$ cat src/rtl/pkt_stream_router_if.sv
// Stream bundle between the packet source, the router and its per-port consumers.
// Latency: none, wires only.
// Backpressure: carries tready in both directions, input stream and per-port outputs.
interface pkt_stream_router_if #(
    parameter int DATA_W    = 64,
    parameter int NUM_PORTS = 4
);
    logic [DATA_W-1:0]           i_s_axis_tdata;
    logic                        i_s_axis_tvalid;
    logic                        i_s_axis_tlast;
    logic                        o_s_axis_tready;
    logic [NUM_PORTS*DATA_W-1:0] o_m_axis_tdata;
    logic [NUM_PORTS-1:0]        o_m_axis_tvalid;
    logic [NUM_PORTS-1:0]        o_m_axis_tlast;
    logic [NUM_PORTS-1:0]        i_m_axis_tready;
    logic [15:0]                 o_drop_count;
    logic                        o_busy;

    // Router side: consumes the input stream and drives the output ports.
    modport slave (
        input  i_s_axis_tdata, i_s_axis_tvalid, i_s_axis_tlast,
        output o_s_axis_tready,
        output o_m_axis_tdata, o_m_axis_tvalid, o_m_axis_tlast,
        input  i_m_axis_tready,
        output o_drop_count, o_busy
    );

    // Environment side: produces the input stream and sinks the output ports.
    modport master (
        output i_s_axis_tdata, i_s_axis_tvalid, i_s_axis_tlast,
        input  o_s_axis_tready,
        input  o_m_axis_tdata, o_m_axis_tvalid, o_m_axis_tlast,
        output i_m_axis_tready,
        input  o_drop_count, o_busy
    );
endinterface

$ cat src/rtl/pkt_stream_router.sv
// Packet-atomic stream demux: header type picks an output port, held until tlast; unmapped packets dropped and counted.
// Latency: one registered stage, beat accepted at edge N is valid on its port from cycle N+1.
// Backpressure: input ready = stage empty or selected port ready (always ready while dropping); held beat stays stable.
module pkt_stream_router #(
    parameter int              DATA_W    = 64,
    parameter int              NUM_PORTS = 4,
    parameter int              TYPE_LSB  = 0,
    parameter int              TYPE_W    = 8,
    parameter logic [TYPE_W-1:0] TYPE_BASE = 'h01
) (
    input  logic          i_clk,
    input  logic          i_rst_n,
    pkt_stream_router_if.slave bus
);

    localparam int                SEL_W  = (NUM_PORTS > 1) ? $clog2(NUM_PORTS) : 1;
    localparam logic [TYPE_W:0]   NP_EXT = (TYPE_W+1)'(NUM_PORTS);

    typedef enum logic [1:0] {ST_IDLE, ST_FWD, ST_DROP} state_t;

    state_t              state_q, state_d;
    logic [SEL_W-1:0]    sel_q, sel_d;
    logic [SEL_W-1:0]    out_sel_q, out_sel_d;
    logic                out_vld_q, out_vld_d;
    logic [DATA_W-1:0]   out_dat_q, out_dat_d;
    logic                out_last_q, out_last_d;
    logic [15:0]         drop_cnt_q, drop_cnt_d;
    logic                busy_q, busy_d;

    logic [TYPE_W-1:0]   hdr_type;
    logic [TYPE_W:0]     type_diff;
    logic                type_mapped;
    logic [SEL_W-1:0]    hdr_sel;
    logic                out_take;
    logic                s_rdy;
    logic                s_acc;
    logic                fwd_acc;

    // Header decode: one extra bit catches the borrow so types below the base never alias to a high port.
    always_comb begin
        hdr_type    = bus.i_s_axis_tdata[TYPE_LSB +: TYPE_W];
        type_diff   = {1'b0, hdr_type} - {1'b0, TYPE_BASE};
        type_mapped = !type_diff[TYPE_W] && (type_diff < NP_EXT);
        hdr_sel     = type_diff[SEL_W-1:0];
    end

    // Ready depends only on registered state and downstream ready, never on input valid.
    always_comb begin
        out_take = out_vld_q && bus.i_m_axis_tready[out_sel_q];
        s_rdy    = (state_q == ST_DROP) || !out_vld_q || bus.i_m_axis_tready[out_sel_q];
        s_acc    = bus.i_s_axis_tvalid && s_rdy;
    end

    // Packet FSM: decode on the header beat, hold the port (or the drop) until the tlast accept.
    always_comb begin
        state_d    = state_q;
        sel_d      = sel_q;
        drop_cnt_d = drop_cnt_q;
        fwd_acc    = 1'b0;
        case (state_q)
            ST_IDLE: begin
                if (s_acc) begin
                    if (type_mapped) begin
                        sel_d   = hdr_sel;
                        fwd_acc = 1'b1;
                        if (!bus.i_s_axis_tlast) state_d = ST_FWD;
                    end else begin
                        if (drop_cnt_q != 16'hFFFF) drop_cnt_d = drop_cnt_q + 16'd1;
                        if (!bus.i_s_axis_tlast) state_d = ST_DROP;
                    end
                end
            end
            ST_FWD: begin
                if (s_acc) begin
                    fwd_acc = 1'b1;
                    if (bus.i_s_axis_tlast) state_d = ST_IDLE;
                end
            end
            ST_DROP: begin
                if (s_acc && bus.i_s_axis_tlast) state_d = ST_IDLE;
            end
            default: state_d = ST_IDLE;
        endcase
        busy_d = (state_d != ST_IDLE);
    end

    // Output stage: load on a forwarded accept, otherwise drain when the selected port takes the beat.
    always_comb begin
        out_vld_d  = out_vld_q && !out_take;
        out_dat_d  = out_dat_q;
        out_last_d = out_last_q;
        out_sel_d  = out_sel_q;
        if (fwd_acc) begin
            out_vld_d  = 1'b1;
            out_dat_d  = bus.i_s_axis_tdata;
            out_last_d = bus.i_s_axis_tlast;
            out_sel_d  = sel_d;
        end
    end

    // State and output registers, all cleared by reset so a partial packet is simply abandoned.
    always_ff @(posedge i_clk or negedge i_rst_n) begin
        if (!i_rst_n) begin
            state_q    <= ST_IDLE;
            sel_q      <= '0;
            out_sel_q  <= '0;
            out_vld_q  <= 1'b0;
            out_dat_q  <= '0;
            out_last_q <= 1'b0;
            drop_cnt_q <= '0;
            busy_q     <= 1'b0;
        end else begin
            state_q    <= state_d;
            sel_q      <= sel_d;
            out_sel_q  <= out_sel_d;
            out_vld_q  <= out_vld_d;
            out_dat_q  <= out_dat_d;
            out_last_q <= out_last_d;
            drop_cnt_q <= drop_cnt_d;
            busy_q     <= busy_d;
        end
    end

    // Data and last fan out to every port; only the selected port's valid qualifies them.
    always_comb begin
        for (int k = 0; k < NUM_PORTS; k++) begin
            bus.o_m_axis_tvalid[k] = out_vld_q && (out_sel_q == SEL_W'(k));
        end
    end

    assign bus.o_m_axis_tdata  = {NUM_PORTS{out_dat_q}};
    assign bus.o_m_axis_tlast  = {NUM_PORTS{out_last_q}};
    assign bus.o_s_axis_tready = s_rdy;
    assign bus.o_drop_count    = drop_cnt_q;
    assign bus.o_busy          = busy_q;

endmodule
$ cat src/flat_wrapper.sv
// flat-port wrapper written by rule: the top's interface ports become plain ports
module pkt_stream_router_flat 
#(
    parameter int              DATA_W    = 64,
    parameter int              NUM_PORTS = 4,
    parameter int              TYPE_LSB  = 0,
    parameter int              TYPE_W    = 8,
    parameter logic [TYPE_W-1:0] TYPE_BASE = 'h01
)
  (i_clk, i_rst_n, bus_i_s_axis_tdata, bus_i_s_axis_tvalid, bus_i_s_axis_tlast, bus_o_s_axis_tready, bus_o_m_axis_tdata, bus_o_m_axis_tvalid, bus_o_m_axis_tlast, bus_i_m_axis_tready, bus_o_drop_count, bus_o_busy);
  pkt_stream_router_if #(.DATA_W(DATA_W), .NUM_PORTS(NUM_PORTS)) bus_i ();
  input  logic i_clk;
  input  logic i_rst_n;
  input wire logic [$bits(bus_i.i_s_axis_tdata)-1:0] bus_i_s_axis_tdata;
  input wire logic [$bits(bus_i.i_s_axis_tvalid)-1:0] bus_i_s_axis_tvalid;
  input wire logic [$bits(bus_i.i_s_axis_tlast)-1:0] bus_i_s_axis_tlast;
  output wire logic [$bits(bus_i.o_s_axis_tready)-1:0] bus_o_s_axis_tready;
  output wire logic [$bits(bus_i.o_m_axis_tdata)-1:0] bus_o_m_axis_tdata;
  output wire logic [$bits(bus_i.o_m_axis_tvalid)-1:0] bus_o_m_axis_tvalid;
  output wire logic [$bits(bus_i.o_m_axis_tlast)-1:0] bus_o_m_axis_tlast;
  input wire logic [$bits(bus_i.i_m_axis_tready)-1:0] bus_i_m_axis_tready;
  output wire logic [$bits(bus_i.o_drop_count)-1:0] bus_o_drop_count;
  output wire logic [$bits(bus_i.o_busy)-1:0] bus_o_busy;
  assign bus_i.i_s_axis_tdata = bus_i_s_axis_tdata;
  assign bus_i.i_s_axis_tvalid = bus_i_s_axis_tvalid;
  assign bus_i.i_s_axis_tlast = bus_i_s_axis_tlast;
  assign bus_o_s_axis_tready = bus_i.o_s_axis_tready;
  assign bus_o_m_axis_tdata = bus_i.o_m_axis_tdata;
  assign bus_o_m_axis_tvalid = bus_i.o_m_axis_tvalid;
  assign bus_o_m_axis_tlast = bus_i.o_m_axis_tlast;
  assign bus_i.i_m_axis_tready = bus_i_m_axis_tready;
  assign bus_o_drop_count = bus_i.o_drop_count;
  assign bus_o_busy = bus_i.o_busy;
  pkt_stream_router #(.DATA_W(DATA_W), .NUM_PORTS(NUM_PORTS), .TYPE_LSB(TYPE_LSB), .TYPE_W(TYPE_W), .TYPE_BASE(TYPE_BASE)) u_core (.i_clk(i_clk), .i_rst_n(i_rst_n), .bus(bus_i));
endmodule
$ cat config.mk
export PLATFORM = sky130hd
export DESIGN_NAME = pkt_stream_router_flat
export DESIGN_NICKNAME = d
export VERILOG_FILES = /design/src/rtl/pkt_stream_router_if.sv /design/src/rtl/pkt_stream_router.sv /design/src/flat_wrapper.sv
export SDC_FILE = /design/constraint.sdc
export NUM_CORES = 1
export LEC_CHECK = 0
export BUFFER_PORTS_ARGS = -buffer_cell sky130_fd_sc_hd__buf_4
export CORE_AREA = 10 10 130 132
export CTS_CLUSTER_DIAMETER = 200
export CTS_CLUSTER_SIZE = 16
export DETAILED_ROUTE_END_ITERATION = 6
export DIE_AREA = 0 0 140 142
export GPL_TIMING_DRIVEN = 0
export PLACE_DENSITY = 0.72
export SYNTH_ARGS = -nofsm -noshare
export SYNTH_HDL_FRONTEND = slang
export SYNTH_SLANG_ARGS = --single-unit
$ cat constraint.sdc
create_clock -name i_clk -period 3 [get_ports i_clk]
set_input_delay 0.6 -clock i_clk [delete_from_list [all_inputs] [get_ports i_clk]]
set_output_delay 0.6 -clock i_clk [all_outputs]
set_load 0.05 [all_outputs]
==> results of run 1 <==
worst max-delay path, stage by stage, from the launching register on:
cell      delay, ps
dfrtp_1         480
mux4_2          580
nand2b_1        230
a21o_1          180
buf_4           190
power by group through the flow:
stage               registers (W)  logic (W)  clock network (W)
floorplan                 0.00206    0.00179                  0
global placement          0.00160    0.00324                  0
detailed placement        0.00161    0.00325                  0
CTS                       0.00159    0.00326            0.00118
global route              0.00162    0.00334            0.00123
finish                    0.00158    0.00322            0.00115
placed cells by master (no fill, tap or decap), drive strengths merged:
master,synthesis,layout
buf,204,557
or3,1,1
nand3,9,9
nor4b,1,1
nand2b,2,2
clkbuf,2,13
dfrtp,89,89
a31oi,2,2
mux2,69,69
bufinv,0,1
a31o,1,1
o211a,1,1
nand4,1,1
and2,1,1
inv,7,7
and3b,1,1
nor3,5,5
xnor2,1,1
o22ai,4,4
a2111o,1,1
o21a,2,2
o21ai,4,4
nor3b,3,3
and4,3,3
nor2,8,8
xor2,13,13
a21oi,3,3
ha,2,2
and3,4,4
clkinv,0,4
mux4,1,1
a21o,1,1
nand2,9,9
nor4,7,7
stage by stage:
step                cell area (um2)  hold slack (ps)
detailed placement             8090              480
global route                   8390              476
global placement               8090              474
floorplan                      5200              304
CTS                            8390              468
finish                         8390              429
sequential cells by signal (all words and copies together) (netlist names):
signal                   cells
u_core.out_vld_q             1
u_core.bus.o_busy            1
u_core.out_dat_q            64
u_core.bus.o_drop_count     16
u_core.state_q               2
u_core.out_last_q            1
u_core.out_sel_q             2
u_core.sel_q                 2
cells by family (layout without fill, tap and decap cells):
family | after synthesis | after routing | share of synthesized area
AOI/OAI and AO/OA | 19 | 19 | 0.0255
xor gates and xnor gates | 14 | 14 | 0.0236
DFF | 89 | 89 | 0.428
and+or+nand+nor | 55 | 55 | 0.0618
muxes | 70 | 70 | 0.154
buffers and inverters | 213 | 582 | 0.303
adders and majority gates | 2 | 2 | 0.00481
routing by layer:
layer  vias to the layer above  wire, um
li1                       2078         -
met1                      1988      6780
met2                       171      9440
met3                        14      1200
met4                         0       191
met5                         -         0
worst max-delay path by stage:
stage	slack, ps	depth (start not counted)	endpoint
5_1_grt	260	4	bus_o_s_axis_tready
4_1_cts	370	4	bus_o_s_axis_tready
3_3_place_gp	290	11	u_core.out_dat_q[46]$_DFFE_PN0P_
3_5_place_dp	270	11	u_core.out_dat_q[12]$_DFFE_PN0P_
6_report	400	4	bus_o_s_axis_tready
2_1_floorplan	620	10	u_core.out_dat_q[10]$_DFFE_PN0P_
layout make-up:
cell class | instances | area [um2] | share of cell area
plain buffers | 206 | 1550 | 0.185
multi-input cells | 160 | 1400 | 0.167
flip-flops and latches | 89 | 2230 | 0.265
clock inverters | 5 | 53.8 | 0.00641
well taps | 184 | 230 | 0.0274
repair buffers | 353 | 2650 | 0.316
clock buffers | 11 | 253 | 0.0301
inverters | 7 | 26.3 | 0.00313
==> impl_metrics.tcl, run 1 <==
set metrics [dict create \
    place_hpwl_um 14600 \
    use_met2 0.305 \
    synthMostInstantiatedCell "buf_4" \
    dp_slack_ps 265 \
    fin_setup_tns_ps 0 \
    yosys-top-cells-area "dfrtp_1, buf_4, mux2_2" \
    gr-total-overflow 0 \
    fin_crit_sh 0.867 \
    numCtsBuffers 9 \
    required_ps 2400 \
    drtIter0Drc 133 \
    grt_pass1_vias 4339 \
    postRouteAntennaNets 0 \
    met3_usage 0.0541 \
    clk_latency_ps 340 \
    htreeDepth 3 \
    grt.total_usage 0.167 \
    n_fill_cell 1298 \
    hold_viol 0 \
    worst-setup-path-type "reg2out" \
    synth_top_cell_area_share 0.428 \
    rsz0062_at_grt "false" \
    period_minus_slack_ps 2600 \
    cts_tree "done" \
    via_per_inst 4.19 \
    seqPwrFrac 0.266 \
    synthArstFlopShare 1.00 \
    arrival_ps 2000 \
    worst_pin_slew_ps 1110 \
    power_frac_comb 0.541 \
    p_switching_w 0.00278 \
    grt_max_degree 90 \
    finalWirelength_um 17600 \
    yosysWarnings 0 \
    diodes 0 \
    end_kind "output pin" \
    ctsResizeCount 0 \
    start_util 0.364 \
    die_w_um 140 \
    power.share.clock 0.192 \
    r2r_setup_slack_ps 640 \
    coreArea_mm2 0.0143 \
    hold_class "in2async" \
    cap_violations 0 \
    stdcell_count 1015 \
    skew_ps 9.62 \
    max-vdd-ir-drop_v 0.000493 \
    vias 4251 \
    setup_violations 0 \
    startpoint "u_core.out_sel_q[0]$_DFFE_PN0P_" \
    grt_busiest_layer "met2" \
    yosysSeqAreaShare 0.428 \
    total_power_w 0.00595 \
    swShare 0.467 \
    yosysTopAreaCell "dfrtp_1" \
    synth_cell_types 37 \
    clk_pin_slew_ps 60 \
    path_max_fanout 7 \
    utilization 0.586 \
    port_buffers 353 \
    antenna_found_initial 0 \
    nets 900 \
    drcViolationCount 0 \
    layout_setup_ws_ps 398 \
    row_count 44 \
    r2r_cells 6 \
    first_pass_iters 4 \
    grt_pass1_wl_um 26400 \
    synth_common_cells "buf_4, dfrtp_1, mux2_2" \
    syn_to_final_growth_pct 61.2 \
    synth_edf_count 0 \
    fmax_mhz 384 \
    drive_above_1_share 0.780 \
    status "complete, no violations" \
    postCtsSetupBuffers 0 \
    r2r-end "u_core.out_dat_q[44]$_DFFE_PN0P_" \
    reg2reg_from "u_core.out_sel_q[0]$_DFFE_PN0P_" \
    powerDensity_mw_per_mm2 709 \
    die_area_mm2 0.0199 \
    die_y_um 142 \
    slew_headroom 0.260 \
    io_pins 354 \
    p_int_w 0.00317 \
    place.gp.congestion 0.828 \
    routedWlPerCell_um 17.4 \
    finalMaxSlewViolations 0 \
    power.leakage_nw 4.90 \
    netlist_instances 462 \
    yosys_most_used_dff "dfrtp_1" \
    clockRootBuffer "clkbuf_16" \
    syn_avg_cell_area_um2 11.3 \
    synth-seq-cells 89 \
    cts.sinks 89 \
    synth_area_mm2 0.00520 \
    syn_nets 536 \
    clk_path_buf_depth 2 \
    use_met1 0.182 \
    crit_path_start_kind "register" \
    cts_hold_buf 0 \
    place_inst 999 \
]
No activity file was read; power rests on OpenSTA's default activity.
==> inputs of run 2 (changes only) <==
--- a/config.mk
+++ b/config.mk
@@ -5,14 +5,15 @@
 export SDC_FILE = /design/constraint.sdc
 export NUM_CORES = 1
 export LEC_CHECK = 0
+export ABC_AREA = 1
 export BUFFER_PORTS_ARGS = -buffer_cell sky130_fd_sc_hd__buf_4
-export CORE_AREA = 10 10 130 132
-export CTS_CLUSTER_DIAMETER = 200
+export CORE_AREA = 10 10 128 130
+export CTS_CLUSTER_DIAMETER = 50
 export CTS_CLUSTER_SIZE = 16
 export DETAILED_ROUTE_END_ITERATION = 6
-export DIE_AREA = 0 0 140 142
+export DIE_AREA = 0 0 138 140
 export GPL_TIMING_DRIVEN = 0
-export PLACE_DENSITY = 0.72
+export PLACE_DENSITY = 0.77
 export SYNTH_ARGS = -nofsm -noshare
 export SYNTH_HDL_FRONTEND = slang
 export SYNTH_SLANG_ARGS = --single-unit
==> impl_metrics.tcl, run 2 <==
set metrics [dict create \
    status "complete, no violations" \
    grt_pass1_vias 5267 \
    drive_above_1_share 0.574 \
    yosysSeqAreaShare 0.398 \
    synth_adder_area_share 0.00448 \
    die_w_um 138 \
    first_pass_iters 4 \
    powerDensity_mw_per_mm2 1030 \
    crit_path_start_kind "register" \
    hold_viol 0 \
    synthArstFlopShare 1.00 \
    crit_slowest_cell "dfrtp_1" \
    drtIter0Drc 212 \
    synth_cell_types 33 \
    clk_pin_slew_ps 70 \
    htreeDepth 3 \
    yosys-top-cells-area "dfrtp_1, buf_4, nand2_1" \
    crit_chain "inv_2 -> nor3_1 -> buf_4" \
    finalMaxSlewViolations 0 \
    synth-xor-area-share 0.0219 \
    die_area_mm2 0.0193 \
    vias 5272 \
    synth_top_cell_area_share 0.398 \
    cts_tree "done" \
    required_ps 2400 \
    netlist_instances 680 \
    largest_reg_flops 64 \
    drcViolationCount 0 \
    clk_latency_ps 340 \
    fmax_mhz 492 \
    syn_avg_cell_area_um2 8.22 \
    fin_setup_tns_ps 0 \
    clk_path_buf_depth 2 \
    syn_nets 754 \
    layout_commonest_cell "buf_4" \
    place.gp.congestion 0.825 \
    skew_ps 9.32 \
    stdcell_count 1229 \
    synth_edf_count 0 \
    cp_top_family "flip-flops" \
    rsz0062_at_grt "false" \
    worst_path_largest_cell_delay_ps 440 \
    diodes 0 \
    place_inst 1213 \
    layout_common_cells "buf_4, nand2_1, dfrtp_1" \
    setup_violations 0 \
    gr-total-overflow 0 \
    syn_to_final_growth_pct 56.9 \
    synth_compound_area_frac 0.0707 \
    cts.sinks 89 \
    grt_pass1_wl_um 30600 \
    holdWs_ps 454 \
    nets 1118 \
    synthMuxAreaShare 0 \
    postCtsSetupBuffers 0 \
    n_fill_cell 1256 \
    via_per_inst 4.29 \
    power.leakage_nw 5.22 \
    max-vdd-ir-drop_v 0.000675 \
    ctsResizeCount 0 \
    start_util 0.406 \
    synth_area_mm2 0.00559 \
    synthMostInstantiatedCell "nand2_1" \
    numCtsBuffers 9 \
    antenna_found_initial 0 \
    arrival_ps 1430 \
    yosysWarnings 0 \
    synth_top_family_by_area "buffers and inverters" \
    worst_pin_slew_ps 1130 \
    end_kind "output pin" \
    port_buffers 353 \
    routedWlPerCell_um 16.2 \
    io_pins 354 \
    row_count 43 \
    grt.total_usage 0.195 \
    yosysTopAreaCell "dfrtp_1" \
    clockRootBuffer "clkbuf_16" \
    fin_crit_sh 0.677 \
    synth-simple-area-share 0.199 \
    largest-register "u_core.out_dat_q" \
    synth-seq-cells 89 \
    period_minus_slack_ps 2030 \
    cap_violations 0 \
    yosys_most_used_dff "dfrtp_1" \
    coreArea_mm2 0.0138 \
    hold_class "in2reg" \
    total_power_w 0.00907 \
    worst-setup-path-type "reg2out" \
    cts_hold_buf 0 \
    worst-path-buf-inv 2 \
    finalWirelength_um 19900 \
    postRouteAntennaNets 0 \
    grt_max_degree 90 \
    utilization 0.637 \
    place_hpwl_um 16500 \
    slew_headroom 0.244 \
    die_y_um 140 \
    path_max_fanout 6 \
    synth_common_cells "nand2_1, buf_4, dfrtp_1" \
]
[run 2: cell count changes after synthesis, sizes merged, moves of 7 or more]
cell	change
nor2	+13
nand2	+207
mux2	-69
clkbuf	+8
nor4	-7
inv	+13
o21ai	+66
[run 2: final cells by class]
type                    count  area [um2]  area share
plain buffers             219        1630       0.186
clock buffers              10         239      0.0272
clock inverters             6        67.6     0.00770
inverters                  20        77.6     0.00884
multi-input cells         352        1660       0.189
flip-flops and latches     89        2230       0.254
well taps                 180         225      0.0257
repair buffers            353        2650       0.302
[run 2: through the flow]
step | area (um2) | setup WS, ps
after floorplan | 5590 | 860
after global placement | 8460 | 621
after detailed placement | 8460 | 614
after CTS | 8770 | 924
after global routing | 8770 | 864
final | 8770 | 968
[run 2: cells by family (layout without fill, tap and decap cells)]
kind of cell	after synthesis	in the layout
fa+ha+maj	2	2
flops	89	89
compound gates	75	75
xor+xnor	14	14
simple gates	261	261
buf+inv	239	608
[run 2: worst min-delay path, cell delays in order]
cell and delay (ps):
buf_4 80, nand2_1 40, nand2_1 50
[run 2: power breakdown]
part / switching (W) / internal, W
Sequential: 0.000393 / 0.00146
Combinational: 0.00404 / 0.00203
Clock: 0.000481 / 0.000669
Total: 0.00491 / 0.00416
[run 2: worst paths after layout]
check | startpoint | to | slack [ps] | depth (start not counted)
min | bus_i_s_axis_tdata[43] | u_core.out_dat_q[43]$_DFFE_PN0P_ | 450 | 3
max | u_core.out_sel_q[0]$_DFFE_PN0P_ | bus_o_m_axis_tvalid[3] | 970 | 3
max reg2reg | u_core.bus.o_drop_count[0]$_DFFE_PN0P_ | u_core.bus.o_drop_count[12]$_DFFE_PN0P_ | 1040 | 8
max in group asynchronous | i_rst_n | u_core.out_dat_q[57]$_DFFE_PN0P_ | 1790 | 1
min in group asynchronous | i_rst_n | u_core.out_dat_q[28]$_DFFE_PN0P_ | 460 | 1
min reg2reg | u_core.out_vld_q$_DFF_PN0_ | u_core.out_vld_q$_DFF_PN0_ | 530 | 2
[run 2: layer usage]
metal  global-route usage  share of wire  routed length, um
met1                0.216           0.39               7710
met2                0.348           0.52              10400
met3               0.0642          0.075               1500
met4               0.0544          0.013                255
met5                    0              0                  0
